--- src/rtl/branch_resolver_pkg.sv ---
`default_nettype none
// ============================================================================
//  Module  : branch_resolver_pkg
//  Brief   : Shared branch-op bit indices and resolver FSM state encoding.
//  Rev     : 1.0  initial release
// ============================================================================
package branch_resolver_pkg;

    localparam int c_BR_OP_W = 6;

    // One-hot bit positions inside br_op
    localparam int c_BR_BEQ  = 0;
    localparam int c_BR_BNE  = 1;
    localparam int c_BR_BLT  = 2;
    localparam int c_BR_BGE  = 3;
    localparam int c_BR_BLTU = 4;
    localparam int c_BR_BGEU = 5;

    typedef enum logic [0:0] {
        IDLE  = 1'b0,
        FLUSH = 1'b1
    } state_t;

endpackage
`default_nettype wire

--- src/rtl/branch_resolver_if.sv ---
`default_nettype none
// ============================================================================
//  Module  : branch_resolver_if
//  Brief   : EX-stage branch inputs and flush/rollback/counter outputs.
//  Rev     : 1.0  initial release
// ============================================================================
interface branch_resolver_if #(
    parameter int CNT_WIDTH = 32
);
    logic                 PL_stall;
    logic                 B_type_ex;
    logic [5:0]           br_op_ex;
    logic                 jalr_ex;
    logic [31:0]          pc_ex;
    logic [31:0]          imme_ex;
    logic [31:0]          rs1_data_ex;
    logic [31:0]          rs2_data_ex;
    logic                 prediction_ex;
    logic [31:0]          jalr_pc_prediction_ex;
    logic                 ras_push_id;
    logic                 ras_pop_id;

    logic                 PL_flush;
    logic [31:0]          redirect_pc;
    logic                 B_type_branch_failed;
    logic [5:0]           br_op_branch_failed;
    logic [31:0]          pc_branch_failed;
    logic                 B_type_result_branch_failed;
    logic                 ras_rollback_pop;
    logic                 ras_rollback_push;
    logic [CNT_WIDTH-1:0] branch_cnt;
    logic [CNT_WIDTH-1:0] mispredict_cnt;

    modport master (
        output PL_stall, B_type_ex, br_op_ex, jalr_ex, pc_ex, imme_ex,
               rs1_data_ex, rs2_data_ex, prediction_ex, jalr_pc_prediction_ex,
               ras_push_id, ras_pop_id,
        input  PL_flush, redirect_pc, B_type_branch_failed, br_op_branch_failed,
               pc_branch_failed, B_type_result_branch_failed, ras_rollback_pop,
               ras_rollback_push, branch_cnt, mispredict_cnt
    );

    modport slave (
        input  PL_stall, B_type_ex, br_op_ex, jalr_ex, pc_ex, imme_ex,
               rs1_data_ex, rs2_data_ex, prediction_ex, jalr_pc_prediction_ex,
               ras_push_id, ras_pop_id,
        output PL_flush, redirect_pc, B_type_branch_failed, br_op_branch_failed,
               pc_branch_failed, B_type_result_branch_failed, ras_rollback_pop,
               ras_rollback_push, branch_cnt, mispredict_cnt
    );
endinterface
`default_nettype wire

--- src/rtl/branch_resolver_compare.sv ---
`default_nettype none
// ============================================================================
//  Module  : branch_compare
//  Brief   : Combinational B-type condition evaluation from a one-hot op.
//  Rev     : 1.0  initial release
// ============================================================================
module branch_compare
    import branch_resolver_pkg::*;
(
    input  wire logic [c_BR_OP_W-1:0] br_op,
    input  wire logic [31:0]          rs1,
    input  wire logic [31:0]          rs2,
    output logic                      taken
);
    logic                 w_eq;
    logic                 w_lt;
    logic                 w_ltu;
    logic [c_BR_OP_W-1:0] w_cond;

    assign w_eq  = (rs1 == rs2);
    assign w_lt  = ($signed(rs1) < $signed(rs2));
    assign w_ltu = (rs1 < rs2);

    always_comb begin
        w_cond            = '0;
        w_cond[c_BR_BEQ]  = w_eq;
        w_cond[c_BR_BNE]  = ~w_eq;
        w_cond[c_BR_BLT]  = w_lt;
        w_cond[c_BR_BGE]  = ~w_lt;
        w_cond[c_BR_BLTU] = w_ltu;
        w_cond[c_BR_BGEU] = ~w_ltu;
    end

    // An all-zero op selects nothing and therefore resolves not-taken
    assign taken = |(br_op & w_cond);

endmodule
`default_nettype wire

--- src/rtl/branch_resolver.sv ---
`default_nettype none
// ============================================================================
//  Module  : branch_resolver
//  Brief   : EX-stage branch/JALR resolution, flush + redirect, failed-branch
//            bundle, RAS rollback and saturating performance counters.
//  Rev     : 1.0  initial release
// ============================================================================
module branch_resolver
    import branch_resolver_pkg::*;
#(
    parameter int CNT_WIDTH = 32
)(
    input  wire logic         clk,
    input  wire logic         rst,
    branch_resolver_if.slave  bus
);
    state_t               r_state;
    logic [31:0]          r_redirect_pc;
    logic                 r_btype_failed;
    logic [5:0]           r_op_failed;
    logic [31:0]          r_pc_failed;
    logic                 r_result_failed;
    logic [CNT_WIDTH-1:0] r_branch_cnt;
    logic [CNT_WIDTH-1:0] r_mispredict_cnt;

    logic                 w_taken;
    logic [31:0]          w_b_target;
    logic [31:0]          w_j_target;
    logic                 w_mis_b;
    logic                 w_mis_j;

    branch_compare u_compare (
        .br_op (bus.br_op_ex),
        .rs1   (bus.rs1_data_ex),
        .rs2   (bus.rs2_data_ex),
        .taken (w_taken)
    );

    assign w_b_target = w_taken ? (bus.pc_ex + bus.imme_ex) : (bus.pc_ex + 32'd4);
    assign w_j_target = (bus.rs1_data_ex + bus.imme_ex) & 32'hFFFF_FFFE;
    assign w_mis_b    = bus.B_type_ex && (w_taken != bus.prediction_ex);
    assign w_mis_j    = bus.jalr_ex && (w_j_target != bus.jalr_pc_prediction_ex);

    always_ff @(posedge clk) begin
        if (rst) begin
            r_state          <= IDLE;
            r_redirect_pc    <= '0;
            r_btype_failed   <= 1'b0;
            r_op_failed      <= '0;
            r_pc_failed      <= '0;
            r_result_failed  <= 1'b0;
            r_branch_cnt     <= '0;
            r_mispredict_cnt <= '0;
        end else begin
            case (r_state)
                IDLE: begin
                    if (!bus.PL_stall) begin
                        if (bus.B_type_ex && !(&r_branch_cnt))
                            r_branch_cnt <= r_branch_cnt + CNT_WIDTH'(1);
                        if (w_mis_b && !(&r_mispredict_cnt))
                            r_mispredict_cnt <= r_mispredict_cnt + CNT_WIDTH'(1);
                        if (w_mis_b || w_mis_j) begin
                            r_state         <= FLUSH;
                            r_redirect_pc   <= w_mis_b ? w_b_target : w_j_target;
                            r_pc_failed     <= bus.pc_ex;
                            r_btype_failed  <= w_mis_b;
                            r_op_failed     <= w_mis_b ? bus.br_op_ex : 6'b0;
                            r_result_failed <= w_mis_b & w_taken;
                        end
                    end
                end
                // EX holds wrong-path work here, so nothing is detected or counted
                FLUSH: begin
                    r_state         <= IDLE;
                    r_btype_failed  <= 1'b0;
                    r_op_failed     <= '0;
                    r_result_failed <= 1'b0;
                end
                default: r_state <= IDLE;
            endcase
        end
    end

    assign bus.PL_flush                    = (r_state == FLUSH);
    assign bus.redirect_pc                 = r_redirect_pc;
    assign bus.B_type_branch_failed        = r_btype_failed;
    assign bus.br_op_branch_failed         = r_op_failed;
    assign bus.pc_branch_failed            = r_pc_failed;
    assign bus.B_type_result_branch_failed = r_result_failed;
    assign bus.ras_rollback_pop            = (r_state == FLUSH) && bus.ras_push_id;
    assign bus.ras_rollback_push           = (r_state == FLUSH) && bus.ras_pop_id;
    assign bus.branch_cnt                  = r_branch_cnt;
    assign bus.mispredict_cnt              = r_mispredict_cnt;

    a_br_op_onehot0 : assert property (@(posedge clk) disable iff (rst)
        $onehot0(bus.br_op_ex));
    a_btype_jalr_excl : assert property (@(posedge clk) disable iff (rst)
        !(bus.B_type_ex && bus.jalr_ex));

endmodule
`default_nettype wire

--- src/flat_wrapper.sv ---
// flat-port wrapper written by rule: the top's interface ports become plain ports
module branch_resolver_flat import branch_resolver_pkg::*;
#(
    parameter int CNT_WIDTH = 32
)
  (clk, rst, bus_PL_stall, bus_B_type_ex, bus_br_op_ex, bus_jalr_ex, bus_pc_ex, bus_imme_ex, bus_rs1_data_ex, bus_rs2_data_ex, bus_prediction_ex, bus_jalr_pc_prediction_ex, bus_ras_push_id, bus_ras_pop_id, bus_PL_flush, bus_redirect_pc, bus_B_type_branch_failed, bus_br_op_branch_failed, bus_pc_branch_failed, bus_B_type_result_branch_failed, bus_ras_rollback_pop, bus_ras_rollback_push, bus_branch_cnt, bus_mispredict_cnt);
  branch_resolver_if #(.CNT_WIDTH(CNT_WIDTH)) bus_i ();
  input  wire logic clk;
  input  wire logic rst;
  input wire logic [$bits(bus_i.PL_stall)-1:0] bus_PL_stall;
  input wire logic [$bits(bus_i.B_type_ex)-1:0] bus_B_type_ex;
  input wire logic [$bits(bus_i.br_op_ex)-1:0] bus_br_op_ex;
  input wire logic [$bits(bus_i.jalr_ex)-1:0] bus_jalr_ex;
  input wire logic [$bits(bus_i.pc_ex)-1:0] bus_pc_ex;
  input wire logic [$bits(bus_i.imme_ex)-1:0] bus_imme_ex;
  input wire logic [$bits(bus_i.rs1_data_ex)-1:0] bus_rs1_data_ex;
  input wire logic [$bits(bus_i.rs2_data_ex)-1:0] bus_rs2_data_ex;
  input wire logic [$bits(bus_i.prediction_ex)-1:0] bus_prediction_ex;
  input wire logic [$bits(bus_i.jalr_pc_prediction_ex)-1:0] bus_jalr_pc_prediction_ex;
  input wire logic [$bits(bus_i.ras_push_id)-1:0] bus_ras_push_id;
  input wire logic [$bits(bus_i.ras_pop_id)-1:0] bus_ras_pop_id;
  output wire logic [$bits(bus_i.PL_flush)-1:0] bus_PL_flush;
  output wire logic [$bits(bus_i.redirect_pc)-1:0] bus_redirect_pc;
  output wire logic [$bits(bus_i.B_type_branch_failed)-1:0] bus_B_type_branch_failed;
  output wire logic [$bits(bus_i.br_op_branch_failed)-1:0] bus_br_op_branch_failed;
  output wire logic [$bits(bus_i.pc_branch_failed)-1:0] bus_pc_branch_failed;
  output wire logic [$bits(bus_i.B_type_result_branch_failed)-1:0] bus_B_type_result_branch_failed;
  output wire logic [$bits(bus_i.ras_rollback_pop)-1:0] bus_ras_rollback_pop;
  output wire logic [$bits(bus_i.ras_rollback_push)-1:0] bus_ras_rollback_push;
  output wire logic [$bits(bus_i.branch_cnt)-1:0] bus_branch_cnt;
  output wire logic [$bits(bus_i.mispredict_cnt)-1:0] bus_mispredict_cnt;
  assign bus_i.PL_stall = bus_PL_stall;
  assign bus_i.B_type_ex = bus_B_type_ex;
  assign bus_i.br_op_ex = bus_br_op_ex;
  assign bus_i.jalr_ex = bus_jalr_ex;
  assign bus_i.pc_ex = bus_pc_ex;
  assign bus_i.imme_ex = bus_imme_ex;
  assign bus_i.rs1_data_ex = bus_rs1_data_ex;
  assign bus_i.rs2_data_ex = bus_rs2_data_ex;
  assign bus_i.prediction_ex = bus_prediction_ex;
  assign bus_i.jalr_pc_prediction_ex = bus_jalr_pc_prediction_ex;
  assign bus_i.ras_push_id = bus_ras_push_id;
  assign bus_i.ras_pop_id = bus_ras_pop_id;
  assign bus_PL_flush = bus_i.PL_flush;
  assign bus_redirect_pc = bus_i.redirect_pc;
  assign bus_B_type_branch_failed = bus_i.B_type_branch_failed;
  assign bus_br_op_branch_failed = bus_i.br_op_branch_failed;
  assign bus_pc_branch_failed = bus_i.pc_branch_failed;
  assign bus_B_type_result_branch_failed = bus_i.B_type_result_branch_failed;
  assign bus_ras_rollback_pop = bus_i.ras_rollback_pop;
  assign bus_ras_rollback_push = bus_i.ras_rollback_push;
  assign bus_branch_cnt = bus_i.branch_cnt;
  assign bus_mispredict_cnt = bus_i.mispredict_cnt;
  branch_resolver #(.CNT_WIDTH(CNT_WIDTH)) u_core (.clk(clk), .rst(rst), .bus(bus_i));
endmodule
--- config.mk ---
export PLATFORM = sky130hd
export DESIGN_NAME = branch_resolver_flat
export DESIGN_NICKNAME = d
export VERILOG_FILES = /design/src/rtl/branch_resolver_pkg.sv /design/src/rtl/branch_resolver_if.sv /design/src/rtl/branch_resolver_compare.sv /design/src/rtl/branch_resolver.sv /design/src/flat_wrapper.sv
export SDC_FILE = /design/constraint.sdc
export NUM_CORES = 1
export LEC_CHECK = 0
export CORE_MARGIN = 2
export CORE_UTILIZATION = 40
export DETAILED_ROUTE_END_ITERATION = 10
export MAX_ROUTING_LAYER = met4
export PLACE_DENSITY = 0.7
export RECOVER_POWER = 100
export SLEW_MARGIN = 20
export SYNTH_ARGS = -nofsm -noshare
export SYNTH_HDL_FRONTEND = slang
export SYNTH_HIERARCHICAL = 1
export SYNTH_SLANG_ARGS = --single-unit
--- constraint.sdc ---
create_clock -name clk -period 4.75 [get_ports clk]
set_input_delay 0.95 -clock clk [delete_from_list [all_inputs] [get_ports clk]]
set_output_delay 0.95 -clock clk [all_outputs]
set_load 0.01 [all_outputs]
## After elaboration in Yosys (flattened, before gate mapping)

Index checks and enable logic that the tools add are counted.

| operators by class | value |
|---|---|
| add/sub/neg operators | 5 |
| magnitude comparators | 2 |
| equality and inequality tests | 5 |
| multiplexer cells | 15 |
| bitwise gates (word level) | 7 |
| reductions and logical operators | 16 |

Operators with widths:

| kind | count |
|---|---|
| 32-bit by 1-bit adder with 32-bit output, second input constant | 2 |
| 32-bit adder | 2 |
| 32-bit < comparator | 2 |
| 32-bit 2-to-1 mux | 2 |
| 32-bit AND reduction | 2 |
| 32-bit by 3-bit adder with 32-bit output, second input constant | 1 |
| 32-bit equality test | 1 |
| 32-bit inequality test | 1 |
| 6-bit 2-to-1 mux | 3 |
| 6-bit one-hot mux with 2 select lines | 1 |
| 3-bit AND reduction | 3 |
| 6-bit bitwise AND | 1 |
| 1-bit logical AND | 6 |
| 1-bit 2-to-1 mux | 6 |
| 1-bit one-hot mux with 2 select lines | 3 |
| 6-bit OR reduction | 1 |
| 1-bit NOT | 5 |
| 1-bit zero test | 2 |
| 2-bit by 1-bit inequality test with 1-bit output, second input constant | 1 |
| 2-bit inequality test, second input constant | 1 |
| 2-bit AND reduction | 1 |
| 1-bit bitwise AND | 1 |
| 1-bit logical OR | 1 |
| 1-bit inequality test | 1 |

| word-level totals | value |
|---|---|
| flip-flop bits (word level) | 137 |
| logic and storage cells | 58 |

## Depth between registers and ports, before layout

Gate-level depths: netlist of run 1.

| depth | value |
|---|---|
| depth in word-level cells | 10 |
| gate-level depth with buffers | 21 |
| depth with buffers taken out | 19 |

## Cells and area by module

Netlist of run 1, hierarchy kept.

Modules (own cells, without submodules):

| module | times used | cells an instance | area an instance (um^2) |
|---|---|---|---|
| branch_resolver | 1 | 1405 | 10844.2 |
| branch_compare | 1 | 125 | 908.4 |

## Worst setup path before layout of run 1

No wires, ideal clock.

| timing | value |
|---|---|
| path kind | input port to flip-flop |
| start point | input port bus_rs2_data_ex[13] |
| end point | register u_core.r_mispredict_cnt[26] (netlist: u_core/bus.mispredict_cnt[26]) |
| library setup time | 0.070 ns |
| arrival time | 4.717 ns |
| slack | -0.038 ns |
| stages | 19 |
| path buffers | 1 |
| cells stage by stage | inv_1 > ha_1 > a21oi_2 > nor2_1 > a211o_1 > o31a_1 > a211oi_2 > nor2_1 > nand4_1 > clkbuf_1 > xor2_1 > and2_1 > nand2_1 > a31oi_1 > nand4_1 > nor3_1 > nand3_1 > or3_1 > a21oi_1 |

| between the ends | value |
|---|---|
| cells in the longest elaborated chain, start to end | 8 |
| elaborated cells on any way between the ends | 12 |
| those cells by class | 2 x order compare; 2 x eq/ne; 4 x bitwise; 4 x reduce/logical |

RTL lines:

| what | line | text |
|---|---|---|
| start: declaration | flat_wrapper.sv:17 | `input wire logic [$bits(bus_i.rs2_data_ex)-1:0] bus_rs2_data_ex;` |
| 32-bit < comparator, or another cell as far along | branch_resolver_compare.sv:21 | `assign w_lt = ($signed(rs1) < $signed(rs2));` |
| 1-bit NOT (on tied branches) | branch_resolver_compare.sv:29, branch_resolver_compare.sv:27, branch_resolver_compare.sv:31 |  |
| 6-bit bitwise AND (*) | branch_resolver_compare.sv:35 | `assign taken = \|(br_op & w_cond);` |
| 6-bit OR reduction (*) | branch_resolver_compare.sv:35 |  |
| named net u_core.w_taken | branch_resolver.sv:26 | `logic w_taken;` |
| 1-bit inequality test (*) | branch_resolver.sv:41 | `assign w_mis_b = bus.B_type_ex && (w_taken != bus.prediction_ex);` |
| 1-bit logical AND (*) | branch_resolver.sv:41 |  |
| 1-bit logical AND (*) | branch_resolver.sv:60 | `if (w_mis_b && !(&r_mispredict_cnt))` |
| 3-bit AND reduction (no line) (*) | n/a |  |
| end signal: assignment | branch_resolver.sv:61 | `r_mispredict_cnt <= r_mispredict_cnt + CNT_WIDTH'(1);` |
| end: declaration | branch_resolver.sv:24 | `logic [CNT_WIDTH-1:0] r_mispredict_cnt;` |

Mark *: on every way through the listed nets, which the timed path passes. The rest lies on a longest branch.
A chain may end at the register's enable or synchronous reset.

## Worst setup path in the final report of run 1

| timing | value |
|---|---|
| start point | input port bus_imme_ex[2] |
| end point | register u_core.r_pc_failed[18] (netlist: u_core/bus.pc_branch_failed[18]) |

| between the ends | value |
|---|---|
| cells in the longest elaborated chain, start to end | 5 |

RTL lines:

| what | line | text |
|---|---|---|
| start: declaration | flat_wrapper.sv:15 | `input wire logic [$bits(bus_i.imme_ex)-1:0] bus_imme_ex;` |
| 32-bit adder | branch_resolver.sv:40 | `assign w_j_target = (bus.rs1_data_ex + bus.imme_ex) & 32'hFFFF_FFFE;` |
| 32-bit inequality test | branch_resolver.sv:42 | `assign w_mis_j = bus.jalr_ex && (w_j_target != bus.jalr_pc_prediction_ex);` |
| 1-bit logical AND | branch_resolver.sv:42 |  |
| 1-bit logical OR | branch_resolver.sv:62 | `if (w_mis_b \|\| w_mis_j) begin` |
| 3-bit AND reduction (no line) | n/a |  |
| end signal: assignment | branch_resolver.sv:65 | `r_pc_failed <= bus.pc_ex;` |
| end: declaration | branch_resolver.sv:21 | `logic [31:0] r_pc_failed;` |

Every way passes these cells.

==> flow_summary.toml, run 1 <==
[cells_and_area]
final_common_cell = "sky130_fd_sc_hd__buf_4"
fin_area_um2 = 18200
postLayoutCoreUtil = 0.633
layout-drive-gt1-share = 0.192
final_cell_mix = "sky130_fd_sc_hd__buf_4, sky130_fd_sc_hd__clkdlybuf4s50_1, sky130_fd_sc_hd__nor2_1"
fillCellCount = 2520
post_layout_net_count = 2325
flow.area_growth_from_synthesis_pct = 55.0

[synthesis]
yosys_warnings = 6
synthArstFlopShare = 0
postSynthRegisterBits = 137
postSynthAreaPerCell_um2 = 7.68
netlist-cell-type-count = 84
yosys_most_used_dff = "sky130_fd_sc_hd__dfxtp_1"
syn_nets = 1802
synth_enable_flop_cells = 0
synth-seq-area-share = 0.233
syn-instance-count = 1530
synthesis.area_um2 = 11800

[power_and_ir_drop]
leakage_power_of_the_design_nw = 7.96
p_int_mw = 2.81
power.density_cell_area_nw_per_um2 = 242
p_total_mw = 4.41
irDropWorstVdd_v = 0.000246
power.clock.fraction = 0.309
power.combinational.fraction = 0.408
sw_pwr_mw = 1.61
seq_power_share = 0.282
sw_frac = 0.364

[route]
detail_route.iter0.violations = 1025
drt-vias-per-instance = 5.62
antenna_violating_nets_post_route = 0
final_routed_drc_violation_total = 0
avgRoutedWirePerCell_um = 19.4
via_count = 13800
drt_pre_antenna_iters = 5
wirelength_um = 47500

[clock_tree]
worst_skew_pair.late_latency_ns = 0.43
htree_num_levels = 4
cts_root_buffer = "sky130_fd_sc_hd__clkbuf_16"
ctsHoldBuffers = 0
cts.reportedPaths.clkPinSlew_ns = 0.07
cts_tree = "built"
cts.sinks = 137
cts_made_buffers = 17
clk_path_buf_depth = 2

[timing]
slew_violations = 0
setup_viol = 0
finalCriticalPeriod_ns = 4.63
tightestPinTransition_ns = 0.818
timing.clock.skew_ns = 0.0193
finalHoldWorstSlack_ns = 0.457
max_clock_freq_ghz = 0.216
hold_viol = 0
min_period_over_period = 0.976
final.setup.worst_slack_ns = 0.116
maxSlewHeadroom = 0.454

[place]
place_hpwl_um = 38300
placed_area_um2 = 17000
finalWeightedCongestion = 0.951
io_buffers = 312
pre_cts_ws_ns = -0.605

[setup_path]
critical_path_data_arrival_time_ns = 4.90
timing.critical_path.to = "u_core/bus.pc_branch_failed[18]"
worst_r2r_endpoint = "u_core/bus.branch_cnt[31]"
timing.setup.critical_path_class = "in2reg"
worst_setup_path_end_kind = "register"
reg2regPathDepth = 12
worst_setup_path_start_kind = "primary input"
peak_fanout_along_the_critical_path = 17
worst_setup_path_startpoint = "bus_imme_ex[2]"
timing.reg2reg.setup_slack_ns = 1.41
r2r-start = "u_core/bus.branch_cnt[9]"
required_time_reported_for_the_critical_path_endpoint_ns = 5.02

[job]
max_cap_viol_count = 0

[run_status]
outcome = "finished clean"

[global_route]
largest_net_degree_at_the_start_of_global_routing = 69
globalRouteOverflowTotal = 0
first_global_vias = 13200
initial_antenna_violation_count = 2
grt_first_pass_wirelength_um = 71300
global_route_usage_sum = 0.301

[floorplan]
num_io_pins = 313
start_util = 0.408
dieWidth_um = 175
floorplan.core_area_um2 = 28800
die_area_um2 = 30800
placement_rows = 62
overall_die_height_um = 175

[worst_hold_path]
hold_path_class = "reg2reg"
## cells by family (layout without fill, tap and decap cells)
logic type | count (synthesis) | in the layout | synth area share
AOI/OAI and AO/OA | 455 | 455 | 0.256
xor gates and xnor gates | 158 | 158 | 0.125
adders and majority gates | 98 | 98 | 0.106
buffers and inverters | 141 | 677 | 0.0482
DFF | 137 | 137 | 0.233
muxes | 10 | 10 | 0.00862
other | 0 | 2 | 0
and+or+nand+nor | 531 | 531 | 0.223
## sequential cells by signal, indices dropped and copies added, names as in the netlist
signal and cells:
u_core/bus.B_type_result_branch_failed 1, u_core/bus.pc_branch_failed 32, u_core/bus.B_type_branch_failed 1, u_core/bus.branch_cnt 32
u_core/bus.mispredict_cnt 32, u_core/bus.PL_flush 1, u_core/bus.br_op_branch_failed 6, u_core/bus.redirect_pc 32
## Yosys cell counts, drive strengths merged, types with 10 or more instances
cell type,instances,share of area
nor2,142,0.046
dfxtp,137,0.23
a21oi,134,0.058
o21ai,122,0.052
nand2,111,0.035
ha,96,0.10
xnor2,82,0.061
nand3,80,0.034
xor2,70,0.052
inv,67,0.021
clkbuf,62,0.020
nand4,44,0.024
a211oi,42,0.032
nor3,42,0.019
or3,26,0.014
a21o,25,0.016
and3,17,0.0090
and4,15,0.011
o211ai,15,0.010
o21a,15,0.0096
a31oi,13,0.0075
buf,11,0.0067
o31ai,10,0.0080
## layout make-up
cell class | count | area [um2] | area share
timing repair buffer | 577 | 5270 | 0.289
tap | 384 | 480 | 0.0264
antenna | 2 | 5.00 | 0.000275
clock inverter | 15 | 181 | 0.00996
clock buffer | 17 | 425 | 0.0234
sequential | 137 | 2740 | 0.151
inverter | 68 | 255 | 0.0140
multi-input combinational | 1252 | 8850 | 0.486
## stage by stage
stage | std cells | setup TNS (ns)
2_1_floorplan | 1530 | 0
3_3_place_gp | 2405 | -38.61
3_5_place_dp | 2405 | -45.52
4_1_cts | 2440 | 0
5_1_grt | 2452 | -0.569
6_report | 2452 | 0
## how the worst min path moves through the flow
| stage | cells after the start | from | slack (ns) | endpoint |
|---|---|---|---|---|
| after detailed placement | 2 | u_core/bus.redirect_pc[20] | 0.45 | u_core/bus.redirect_pc[20] |
| after floorplan | 2 | u_core/bus.redirect_pc[11] | 0.47 | u_core/bus.redirect_pc[11] |
| after global routing | 2 | u_core/bus.pc_branch_failed[28] | 0.48 | u_core/bus.pc_branch_failed[28] |
| final | 2 | u_core/bus.pc_branch_failed[28] | 0.46 | u_core/bus.pc_branch_failed[28] |
| after CTS | 2 | u_core/bus.pc_branch_failed[28] | 0.46 | u_core/bus.pc_branch_failed[28] |
| after global placement | 2 | u_core/bus.redirect_pc[20] | 0.44 | u_core/bus.redirect_pc[20] |
## critical path, stage by stage
cell and delay [ns]:
sky130_fd_sc_hd__clkdlybuf4s50_1 0.45, sky130_fd_sc_hd__ha_1 0.38, sky130_fd_sc_hd__a21o_1 0.20, sky130_fd_sc_hd__a221o_2 0.46, sky130_fd_sc_hd__buf_6 0.16, sky130_fd_sc_hd__a221oi_4 0.32
sky130_fd_sc_hd__xnor2_2 0.17, sky130_fd_sc_hd__o221ai_2 0.12, sky130_fd_sc_hd__nor4b_2 0.32, sky130_fd_sc_hd__and4_1 0.29, sky130_fd_sc_hd__nand4_4 0.14, sky130_fd_sc_hd__o31a_4 0.41
sky130_fd_sc_hd__buf_4 0.21, sky130_fd_sc_hd__o21ai_0 0.21, sky130_fd_sc_hd__a21oi_1 0.10
## routing by layer
metal / GRT usage / routed length (um) / vias to the layer above
met4: 0.108 / 1680 / 0
met5: - / 0 / -
met1: 0.358 / 19400 / 6458
met3: 0.0407 / 3030 / 94
li1: - / - / 6654
met2: 0.521 / 23400 / 562
## power by group through the flow
| stage | sequential [mW] | clock, mW | combinational (mW) |
|---|---|---|---|
| finish | 1.25 | 1.37 | 1.80 |
| global route | 1.25 | 1.44 | 1.93 |
| detailed placement | 1.27 | 0 | 1.71 |
| CTS | 1.25 | 1.38 | 1.73 |
| global placement | 1.27 | 0 | 1.70 |
| floorplan | 1.29 | 0 | 0.837 |
## repair_timing
item / 4_1_cts / 5_1_grt
pin swaps: 6 / 39
setup buffers: 3 / 9
gates cloned: 0 / 1
resized for setup: 5 / 108
endpoints found under the hold margin: 0 / 0
endpoints found under the setup margin: 72 / 94
(Power assumes the default switching activity.)
==> run 2: changes to the inputs <==
Settings changed: CTS_CLUSTER_DIAMETER set to 200.
==> results of run 2 <==
Final layout, timing and power as in run 1 (identical DEF).
==> run 3: changes to the inputs <==
Settings changed: CORE_ASPECT_RATIO set to 0.5.
==> run 3 against run 2 <==
Net effect: first-iteration DRC count grew 21%; global-route usage decreased by 0.13 points; total power decreased by 0.23%; maximum frequency is 0.98% lower; hold slack worse by 0.0069 ns; sequential power is essentially flat; utilization down 1.2 points; count of clock-buffer cells in the layout rose by 2; register-to-register slack barely moved.
==> flow_summary.toml, run 3 (synthesis results as in run 1) <==
[setup_path]
timing.reg2reg.setup_slack_ns = 1.41
worst_setup_path_end_kind = "register"
peak_fanout_along_the_critical_path = 7
worst_setup_path_start_kind = "primary input"
timing.setup.critical_path_class = "in2reg"
critical_path_data_arrival_time_ns = 4.98
required_time_reported_for_the_critical_path_endpoint_ns = 5.05

[clock_tree]
ctsHoldBuffers = 0
cts_made_buffers = 17
clk_path_buf_depth = 2
cts.reportedPaths.clkPinSlew_ns = 0.06
cts_tree = "built"
worst_skew_pair.late_latency_ns = 0.41
cts_root_buffer = "sky130_fd_sc_hd__clkbuf_16"
htree_num_levels = 4
cts.sinks = 137

[worst_hold_path]
hold_path_class = "reg2reg"

[global_route]
largest_net_degree_at_the_start_of_global_routing = 65
globalRouteOverflowTotal = 0
first_global_vias = 12600
grt_first_pass_wirelength_um = 70500
global_route_usage_sum = 0.300
initial_antenna_violation_count = 1

[cells_and_area]
final_common_cell = "sky130_fd_sc_hd__buf_4"
postLayoutCoreUtil = 0.621
post_layout_net_count = 2306
flow.area_growth_from_synthesis_pct = 53.0
layout-drive-gt1-share = 0.178
final_cell_mix = "sky130_fd_sc_hd__buf_4, sky130_fd_sc_hd__clkdlybuf4s50_1, sky130_fd_sc_hd__nor2_1"
finished_layout_cells = 2439
fin_area_um2 = 18000

[floorplan]
placement_rows = 44
dieWidth_um = 246
overall_die_height_um = 125
start_util = 0.406
die_area_um2 = 30900
num_io_pins = 313
floorplan.core_area_um2 = 29000

[power_and_ir_drop]
seq_power_share = 0.283
sw_frac = 0.348
sw_pwr_mw = 1.53
p_total_mw = 4.40
power.density_cell_area_nw_per_um2 = 245
leakage_power_of_the_design_nw = 7.76
irDropWorstVdd_v = 0.000221
p_int_mw = 2.87
power.combinational.fraction = 0.404
power.clock.fraction = 0.314

[route]
drt_pre_antenna_iters = 6
avgRoutedWirePerCell_um = 19.1
final_routed_drc_violation_total = 0
wirelength_um = 46500
via_count = 13600
detail_route.iter0.violations = 1241
antenna_violating_nets_post_route = 0
drt-vias-per-instance = 5.59

[timing]
maxSlewHeadroom = 0.507
finalHoldWorstSlack_ns = 0.450
setup_viol = 0
timing.clock.skew_ns = 0.00758
slew_violations = 0
tightestPinTransition_ns = 0.738
min_period_over_period = 0.985
max_clock_freq_ghz = 0.214
hold_viol = 0
finalCriticalPeriod_ns = 4.68

[job]
max_cap_viol_count = 0

[place]
place_hpwl_um = 37500
placed_area_um2 = 16900
finalWeightedCongestion = 0.976
io_buffers = 312
placed_instances = 2396

[run_status]
outcome = "finished clean"
[run 3: worst max-delay path, cell delays in order]
cell and delay, ns:
sky130_fd_sc_hd__clkdlybuf4s50_1 0.54, sky130_fd_sc_hd__ha_1 0.26, sky130_fd_sc_hd__and3_1 0.22, sky130_fd_sc_hd__a221o_2 0.49, sky130_fd_sc_hd__a221oi_4 0.40, sky130_fd_sc_hd__buf_6 0.17
sky130_fd_sc_hd__buf_4 0.11, sky130_fd_sc_hd__a22oi_2 0.09, sky130_fd_sc_hd__or3b_2 0.48, sky130_fd_sc_hd__and4_2 0.25, sky130_fd_sc_hd__nand4_4 0.15, sky130_fd_sc_hd__o31a_4 0.26
sky130_fd_sc_hd__nor2_2 0.05, sky130_fd_sc_hd__buf_4 0.16, sky130_fd_sc_hd__o41ai_1 0.38
[run 3: area by class of cell]
type,instances,area [um2]
fill,2610,11000
multi-input combinational,1252,8770
timing repair buffer,558,5120
sequential,137,2740
tap,391,489
clock buffer,19,453
inverter,68,255
clock inverter,13,156
antenna,1,2.50
[run 3: path summary, 6_finish.rpt]
kind / start / cells past startpoint / endpoint
setup / recovery: bus_imme_ex[3] / 15 / u_core/bus.redirect_pc[28]
hold / removal: u_core/bus.redirect_pc[14] / 2 / u_core/bus.redirect_pc[14]
setup reg to reg: u_core/bus.branch_cnt[9] / 12 / u_core/bus.branch_cnt[29]
hold reg to reg: u_core/bus.redirect_pc[14] / 2 / u_core/bus.redirect_pc[14]
[run 3: power groups by stage]
| stage | Combinational [mW] | Sequential, mW | Clock (mW) |
|---|---|---|---|
| after detailed placement | 1.69 | 1.27 | 0 |
| after floorplan | 0.837 | 1.29 | 0 |
| final | 1.78 | 1.24 | 1.38 |
| after global placement | 1.68 | 1.27 | 0 |
| after CTS | 1.70 | 1.25 | 1.40 |
| after global routing | 1.90 | 1.25 | 1.45 |
[run 3: repair_timing]
action / CTS / global route
endpoints found under the setup margin: 69 / 89
cloned: 0 / 3
gates resized for setup: 5 / 76
pin swaps: 0 / 37
setup buffers: 0 / 7
[run 3: per-stage QoR]
stage               worst slack (ns)  setup TNS [ns]
floorplan                      0.133               0
global placement              -0.467          -36.81
detailed placement            -0.543          -43.78
CTS                           0.0163               0
global route                  -0.100           -1.74
finish                        0.0699               0
[run 3: metal layers]
metal | up-vias | global-route usage | share of wire
met1 | 6403 | 0.405 | 0.45
met3 | 65 | 0.0595 | 0.079
met2 | 531 | 0.454 | 0.45
li1 | 6623 | - | -
met5 | - | - | 0
met4 | 0 | 0.0843 | 0.025
